$ cat config.mk
export PLATFORM = sky130hd
export DESIGN_NAME = boot_loader
export DESIGN_NICKNAME = d
export VERILOG_FILES = /design/src/rtl/boot_loader_pkg.sv /design/src/rtl/boot_loader_mem_if_mux.sv /design/src/rtl/boot_loader.sv
export SDC_FILE = /design/constraint.sdc
export NUM_CORES = 1
export LEC_CHECK = 0
export ABC_AREA = 0
export BUFFER_PORTS_ARGS = -buffer_cell sky130_fd_sc_hd__buf_4
export CAP_MARGIN = 0
export CORE_MARGIN = 8
export CORE_UTILIZATION = 39
export CTS_CLUSTER_SIZE = 8
export DETAILED_ROUTE_END_ITERATION = 10
export PLACE_DENSITY = 0.84
export SLEW_MARGIN = 20
export SYNTH_ARGS = -nofsm -noshare
export SYNTH_HDL_FRONTEND = slang
export SYNTH_SLANG_ARGS = --single-unit
$ cat constraint.sdc
create_clock -name clk -period 1.5 [get_ports clk]
set_input_delay 0.075 -clock clk [delete_from_list [all_inputs] [get_ports clk]]
set_output_delay 0.075 -clock clk [all_outputs]
set_load 0.005 [all_outputs]
$ cat src/rtl/boot_loader_pkg.sv
// rtl/boot_loader_pkg.sv - shared state encoding and helpers for the boot loader
package boot_loader_pkg;

    typedef enum logic [2:0] {
        IDLE  = 3'd0,
        RECV  = 3'd1,
        WRITE = 3'd2,
        HOLD  = 3'd3,
        RUN   = 3'd4,
        ERROR = 3'd5
    } loader_state_t;

    // Plain constants so the state register stays a bare vector for older tools
    localparam logic [2:0] ST_IDLE  = 3'(IDLE);
    localparam logic [2:0] ST_RECV  = 3'(RECV);
    localparam logic [2:0] ST_WRITE = 3'(WRITE);
    localparam logic [2:0] ST_HOLD  = 3'(HOLD);
    localparam logic [2:0] ST_RUN   = 3'(RUN);
    localparam logic [2:0] ST_ERROR = 3'(ERROR);

    localparam logic [3:0] WSTRB_WORD = 4'hF;

    // Byte address of word idx of the image; wraps at 32 bits
    function automatic logic [31:0] word_addr(input logic [31:0] base, input logic [31:0] idx);
        return base + (idx << 2);
    endfunction

endpackage

$ cat src/rtl/boot_loader_mem_if_mux.sv
// rtl/boot_loader_mem_if_mux.sv - 2:1 native memory interface mux (loader vs cpu)
module boot_loader_mem_if_mux (
    input  logic        sel,
    input  logic        ld_valid,
    input  logic [31:0] ld_addr,
    input  logic [31:0] ld_wdata,
    input  logic [3:0]  ld_wstrb,
    input  logic        cpu_valid,
    input  logic [31:0] cpu_addr,
    input  logic [31:0] cpu_wdata,
    input  logic [3:0]  cpu_wstrb,
    output logic        cpu_ready,
    output logic        mem_valid,
    output logic [31:0] mem_addr,
    output logic [31:0] mem_wdata,
    output logic [3:0]  mem_wstrb,
    input  logic        mem_ready
);

    // sel=1 hands the bus to the cpu; otherwise the loader owns it and the cpu sees no ready
    always_comb begin
        mem_valid = sel ? cpu_valid : ld_valid;
        mem_addr  = sel ? cpu_addr  : ld_addr;
        mem_wdata = sel ? cpu_wdata : ld_wdata;
        mem_wstrb = sel ? cpu_wstrb : ld_wstrb;
        cpu_ready = sel & mem_ready;
    end

endmodule

$ cat src/rtl/boot_loader.sv
// rtl/boot_loader.sv - streams a program image into BRAM, then releases the cpu
module boot_loader
    import boot_loader_pkg::*;
#(
    parameter logic [31:0] BASE_ADDR = 32'h0000_0000,
    parameter int          MAX_WORDS = 256,
    parameter int          BOOT_HOLD = 4
) (
    input  logic                           clk,
    input  logic                           reset_n,
    input  logic                           start,
    input  logic                           s_valid,
    input  logic [31:0]                    s_data,
    input  logic                           s_last,
    output logic                           s_ready,
    input  logic                           cpu_mem_valid,
    input  logic [31:0]                    cpu_mem_addr,
    input  logic [31:0]                    cpu_mem_wdata,
    input  logic [3:0]                     cpu_mem_wstrb,
    output logic                           cpu_mem_ready,
    output logic                           mem_valid,
    output logic [31:0]                    mem_addr,
    output logic [31:0]                    mem_wdata,
    output logic [3:0]                     mem_wstrb,
    input  logic                           mem_ready,
    output logic                           cpu_reset_n,
    output logic                           busy,
    output logic                           done,
    output logic                           error,
    output logic [$clog2(MAX_WORDS+1)-1:0] word_count
);

    localparam int WC_W = $clog2(MAX_WORDS + 1);
    localparam int HC_W = (BOOT_HOLD > 1) ? $clog2(BOOT_HOLD) : 1;

    logic [2:0]      state;
    logic [HC_W-1:0] hold_cnt;
    logic [31:0]     ld_addr;
    logic [31:0]     ld_wdata;
    logic [3:0]      ld_wstrb;
    logic            ld_last;
    logic            in_run;

    // Status and handshake outputs decode straight from the state register
    always_comb begin
        in_run      = (state == ST_RUN);
        s_ready     = (state == ST_RECV);
        cpu_reset_n = in_run;
        done        = in_run;
        busy        = (state == ST_RECV) || (state == ST_WRITE) || (state == ST_HOLD);
    end

    // Load FSM: capture a word, write it once, repeat until last, then hold the cpu in reset
    always_ff @(posedge clk) begin
        if (!reset_n) begin
            state      <= ST_IDLE;
            hold_cnt   <= '0;
            ld_addr    <= BASE_ADDR;
            ld_wdata   <= '0;
            ld_wstrb   <= '0;
            ld_last    <= 1'b0;
            word_count <= '0;
            error      <= 1'b0;
        end else begin
            case (state)
                ST_IDLE, ST_RUN, ST_ERROR: begin
                    // A reload from RUN abandons any cpu transaction in flight
                    if (start) begin
                        state      <= ST_RECV;
                        word_count <= '0;
                        error      <= 1'b0;
                    end
                end
                ST_RECV: begin
                    if (s_valid) begin
                        if (word_count == WC_W'(MAX_WORDS)) begin
                            // Image too long: swallow the word and park
                            error <= 1'b1;
                            state <= ST_ERROR;
                        end else begin
                            ld_wdata <= s_data;
                            ld_addr  <= word_addr(BASE_ADDR, 32'(word_count));
                            ld_wstrb <= WSTRB_WORD;
                            ld_last  <= s_last;
                            state    <= ST_WRITE;
                        end
                    end
                end
                ST_WRITE: begin
                    if (mem_ready) begin
                        word_count <= word_count + WC_W'(1);
                        hold_cnt   <= '0;
                        state      <= ld_last ? ST_HOLD : ST_RECV;
                    end
                end
                ST_HOLD: begin
                    if (hold_cnt == HC_W'(BOOT_HOLD - 1)) begin
                        state <= ST_RUN;
                    end else begin
                        hold_cnt <= hold_cnt + HC_W'(1);
                    end
                end
                default: state <= ST_IDLE;
            endcase
        end
    end

    boot_loader_mem_if_mux u_mux (
        .sel       (in_run),
        .ld_valid  (state == ST_WRITE),
        .ld_addr   (ld_addr),
        .ld_wdata  (ld_wdata),
        .ld_wstrb  (ld_wstrb),
        .cpu_valid (cpu_mem_valid),
        .cpu_addr  (cpu_mem_addr),
        .cpu_wdata (cpu_mem_wdata),
        .cpu_wstrb (cpu_mem_wstrb),
        .cpu_ready (cpu_mem_ready),
        .mem_valid (mem_valid),
        .mem_addr  (mem_addr),
        .mem_wdata (mem_wdata),
        .mem_wstrb (mem_wstrb),
        .mem_ready (mem_ready)
    );

endmodule
==> flow_metrics.py <==
metrics = {
    "outcome": {
        "status": "finished with violations",
        "failed_checks": "negative setup slack",
    },
    "timing": {
        "whs_ns": 0.0860,
        "period_share_pct": 128,
        "grt_setup_unrepaired": "yes",
        "drv_slew": 0,
        "worst_slew_pin_slew_ns": 0.526,
        "fmax_mhz": 523,
        "finalSetupViolCount": 125,
        "skew_ns": 0.00951,
        "slew_headroom_pct": 64.6,
        "fin_ws_ns": -0.414,
        "hold_violations": 0,
        "tns_ns": -38.57,
        "min_period_ns": 1.91,
    },
    "yosys": {
        "synth.cell_area_sq_um": 3180,
        "async_flop_share_pct": 0,
        "synth.distinct_cells": 45,
        "yosysSeqAreaShare_pct": 36.5,
        "synth_top_flop_cell": "dfxtp_1",
        "yosysMostFrequentCell": "nand2_1",
        "synth.area.top_cells": "dfxtp_1 37%, mux2_2 15%, nand2_1 11%",
        "synth_top_cell_by_area": "dfxtp_1",
        "synth-edff-count": 0,
        "yosys_warnings": 0,
        "syn-instance-count": 375,
        "syn_nets": 485,
        "yosysTopAreaCellShare_pct": 36.5,
        "synthTopCellsByCount": "94 x nand2_1, 58 x dfxtp_1, 41 x mux2_2",
        "synth_seq_cells": 58,
        "syn_area_per_cell_sq_um": 8.48,
    },
    "power_and_ir_drop": {
        "swShare_pct": 30.2,
        "powerDensity_nw_per_um2": 863,
        "internal_power_w": 0.00422,
        "comb_power_share_pct": 39.9,
        "clkPwrFrac_pct": 30.8,
        "p_leak_nw": 3.15,
        "power_switching_w": 0.00183,
        "peakVddDrop_v": 0.000537,
        "pwr-share-seq_pct": 29.2,
    },
    "place": {
        "post-dp-hpwl_um": 8840,
        "port_buffers": 190,
        "place_ws_ns": -0.201,
        "place.gp.congestion": 0.863,
        "dpl_cell_area_sq_um": 4990,
    },
    "clock_tree": {
        "cts_buffer_depth": 2,
        "cts.sink_count": 58,
        "cts_tree": "built",
        "clk_pin_slew_ns": 0.07,
        "htreeDepth": 3,
        "cts_buffers": 9,
        "cts_root_buf": "clkbuf_8",
        "clk_latency_ns": 0.35,
    },
    "critical_path": {
        "endpoint_kind": "output port",
        "arrival_ns": 1.84,
        "worstSetupStartpointType": "flip-flop",
        "cp_data_required_time_ns": 1.42,
        "cp_max_fo": 8,
        "critPathKind": "flip-flop to output port",
        "worstReg2RegStart": "state[0]",
        "crit_path_start": "state[0]",
    },
    "floorplanning": {
        "core_area_sq_um": 8050,
        "die-width_um": 106,
        "rows": 33,
        "io_pins": 191,
        "die_area_sq_um": 11300,
        "die_h_um": 106,
        "start_util_pct": 39.5,
    },
    "drt": {
        "wire_per_inst_um": 23.7,
        "routed_wl_um": 18300,
        "drtIter0Drc": 290,
        "vias": 4327,
        "dr.pass1.iters": 4,
        "drc": 0,
        "via_per_inst": 5.60,
        "antenna_left": 0,
    },
    "finish": {
        "fillers": 365,
        "multiInputGateArea_sq_um": 2480,
        "num-nets-final": 772,
        "drive_gt1_share_pct": 67.2,
        "final_area_sq_um": 7000,
        "seqCellArea_sq_um": 1170,
        "area_growth_syn_to_layout_pct": 120,
    },
    "global_route": {
        "grt_max_degree": 36,
        "grt_first_pass_wirelength_um": 22600,
        "antenna_found_initial": 0,
        "grt_overflow": 0,
        "grt_pass1_vias": 4348,
        "grt_use_total_pct": 25.3,
    },
    "flow_run": {
        "maxCapViolations": 0,
    },
    "min_path": {
        "hold_start": "reset_n",
        "hold_class": "input port to flip-flop",
    },
}
metrics by stage:
step | total power (W) | util (%) | instances
after global routing | 0.00621 | 87.0 | 772
after floorplan | 0.00241 | - | 375
after detailed placement | 0.00312 | 62.0 | 681
after global placement | 0.00307 | 62.0 | 681
after CTS | 0.00555 | 79.7 | 763
final | 0.00605 | 87.0 | 773
what timing repair did:
item | CTS | global route
hold buffers | 33 | 0
endpoints found under the setup margin | 123 | 128
buffers inserted | 24 | 15
cloned | 11 | 4
resized for setup | 123 | 165
endpoints found under the hold margin | 33 | 0
pin swaps | 19 | 62
final timing paths:
check | slack, ns | cells past startpoint | endpoint
max | -0.41 | 6 | mem_addr[7]
min | 0.09 | 2 | ld_wdata[29]
max reg2reg | -0.38 | 11 | ld_wdata[13]
min reg2reg | 0.46 | 2 | ld_last
critical path, cell delays in order (launching register included):
cell and delay, ns:
dfxtp_2 0.34, buf_6 0.13, nor3_4 0.25, buf_6 0.18
buf_12 0.15, mux2_4 0.32, buf_6 0.12
registers in the layout (all words and copies together), names as in the netlist:
name,count
ld_wstrb,1
state,3
ld_wdata,32
ld_addr,9
hold_cnt,2
ld_last,1
word_count,9
error,1
routing by layer:
layer / global-route usage (%) / up-vias / wire (um)
met5: 0 / - / 0
met4: 12.4 / 0 / 839
met3: 5.99 / 74 / 1320
met2: 49.6 / 256 / 9900
met1: 23.9 / 2132 / 6270
li1: - / 1865 / -
logic make-up after synthesis:
kind of cell / Yosys count / synth area share (%)
simple gates: 165 / 26.1
flops: 58 / 36.5
fa+ha+maj: 3 / 1.18
xor+xnor: 1 / 0.276
mux: 42 / 14.8
buf+inv: 31 / 4.37
compound gates: 75 / 16.8
power groups by stage:
stage / Clock (W) / Sequential, W / Combinational [W]
after global placement: 0 / 0.00176 / 0.00131
after global routing: 0.00192 / 0.00177 / 0.00252
after CTS: 0.00185 / 0.00173 / 0.00198
final: 0.00187 / 0.00177 / 0.00241
after detailed placement: 0 / 0.00176 / 0.00136
after floorplan: 0 / 0.00174 / 0.000664
layout make-up:
cell class,instances,share of cell area [%]
Sequential cell,58,16.7
Timing Repair Buffer,304,42.2
Inverter,3,0.161
Tap cell,105,1.88
Clock inverter,5,1.43
Antenna cell,1,0.0357
Multi-Input combinational cell,286,35.4
Clock buffer,11,2.16
cells in the final DEF, fill, tap and decap left out, types with 3 or more instances in the layout:
cell type and n:
mux2_4 41, clkbuf_16 4, bufinv_16 3, or4_4 4, a21boi_1 27, buf_16 5
and2_1 9, o21ai_0 3, buf_12 8, inv_1 3, dfxtp_2 6, clkbuf_8 11
and2_4 16, nand2_1 43, nor2b_1 5, buf_4 171, buf_6 78, dfxtp_1 51
nand2_2 37, dlygate4sd3_1 33, a21o_1 4, buf_8 4, a21oi_2 6, ha_1 3
nor2_1 6, nand2_4 14, o211ai_1 3, a21boi_2 15, nand3_1 6
(Power assumes the default switching activity.)
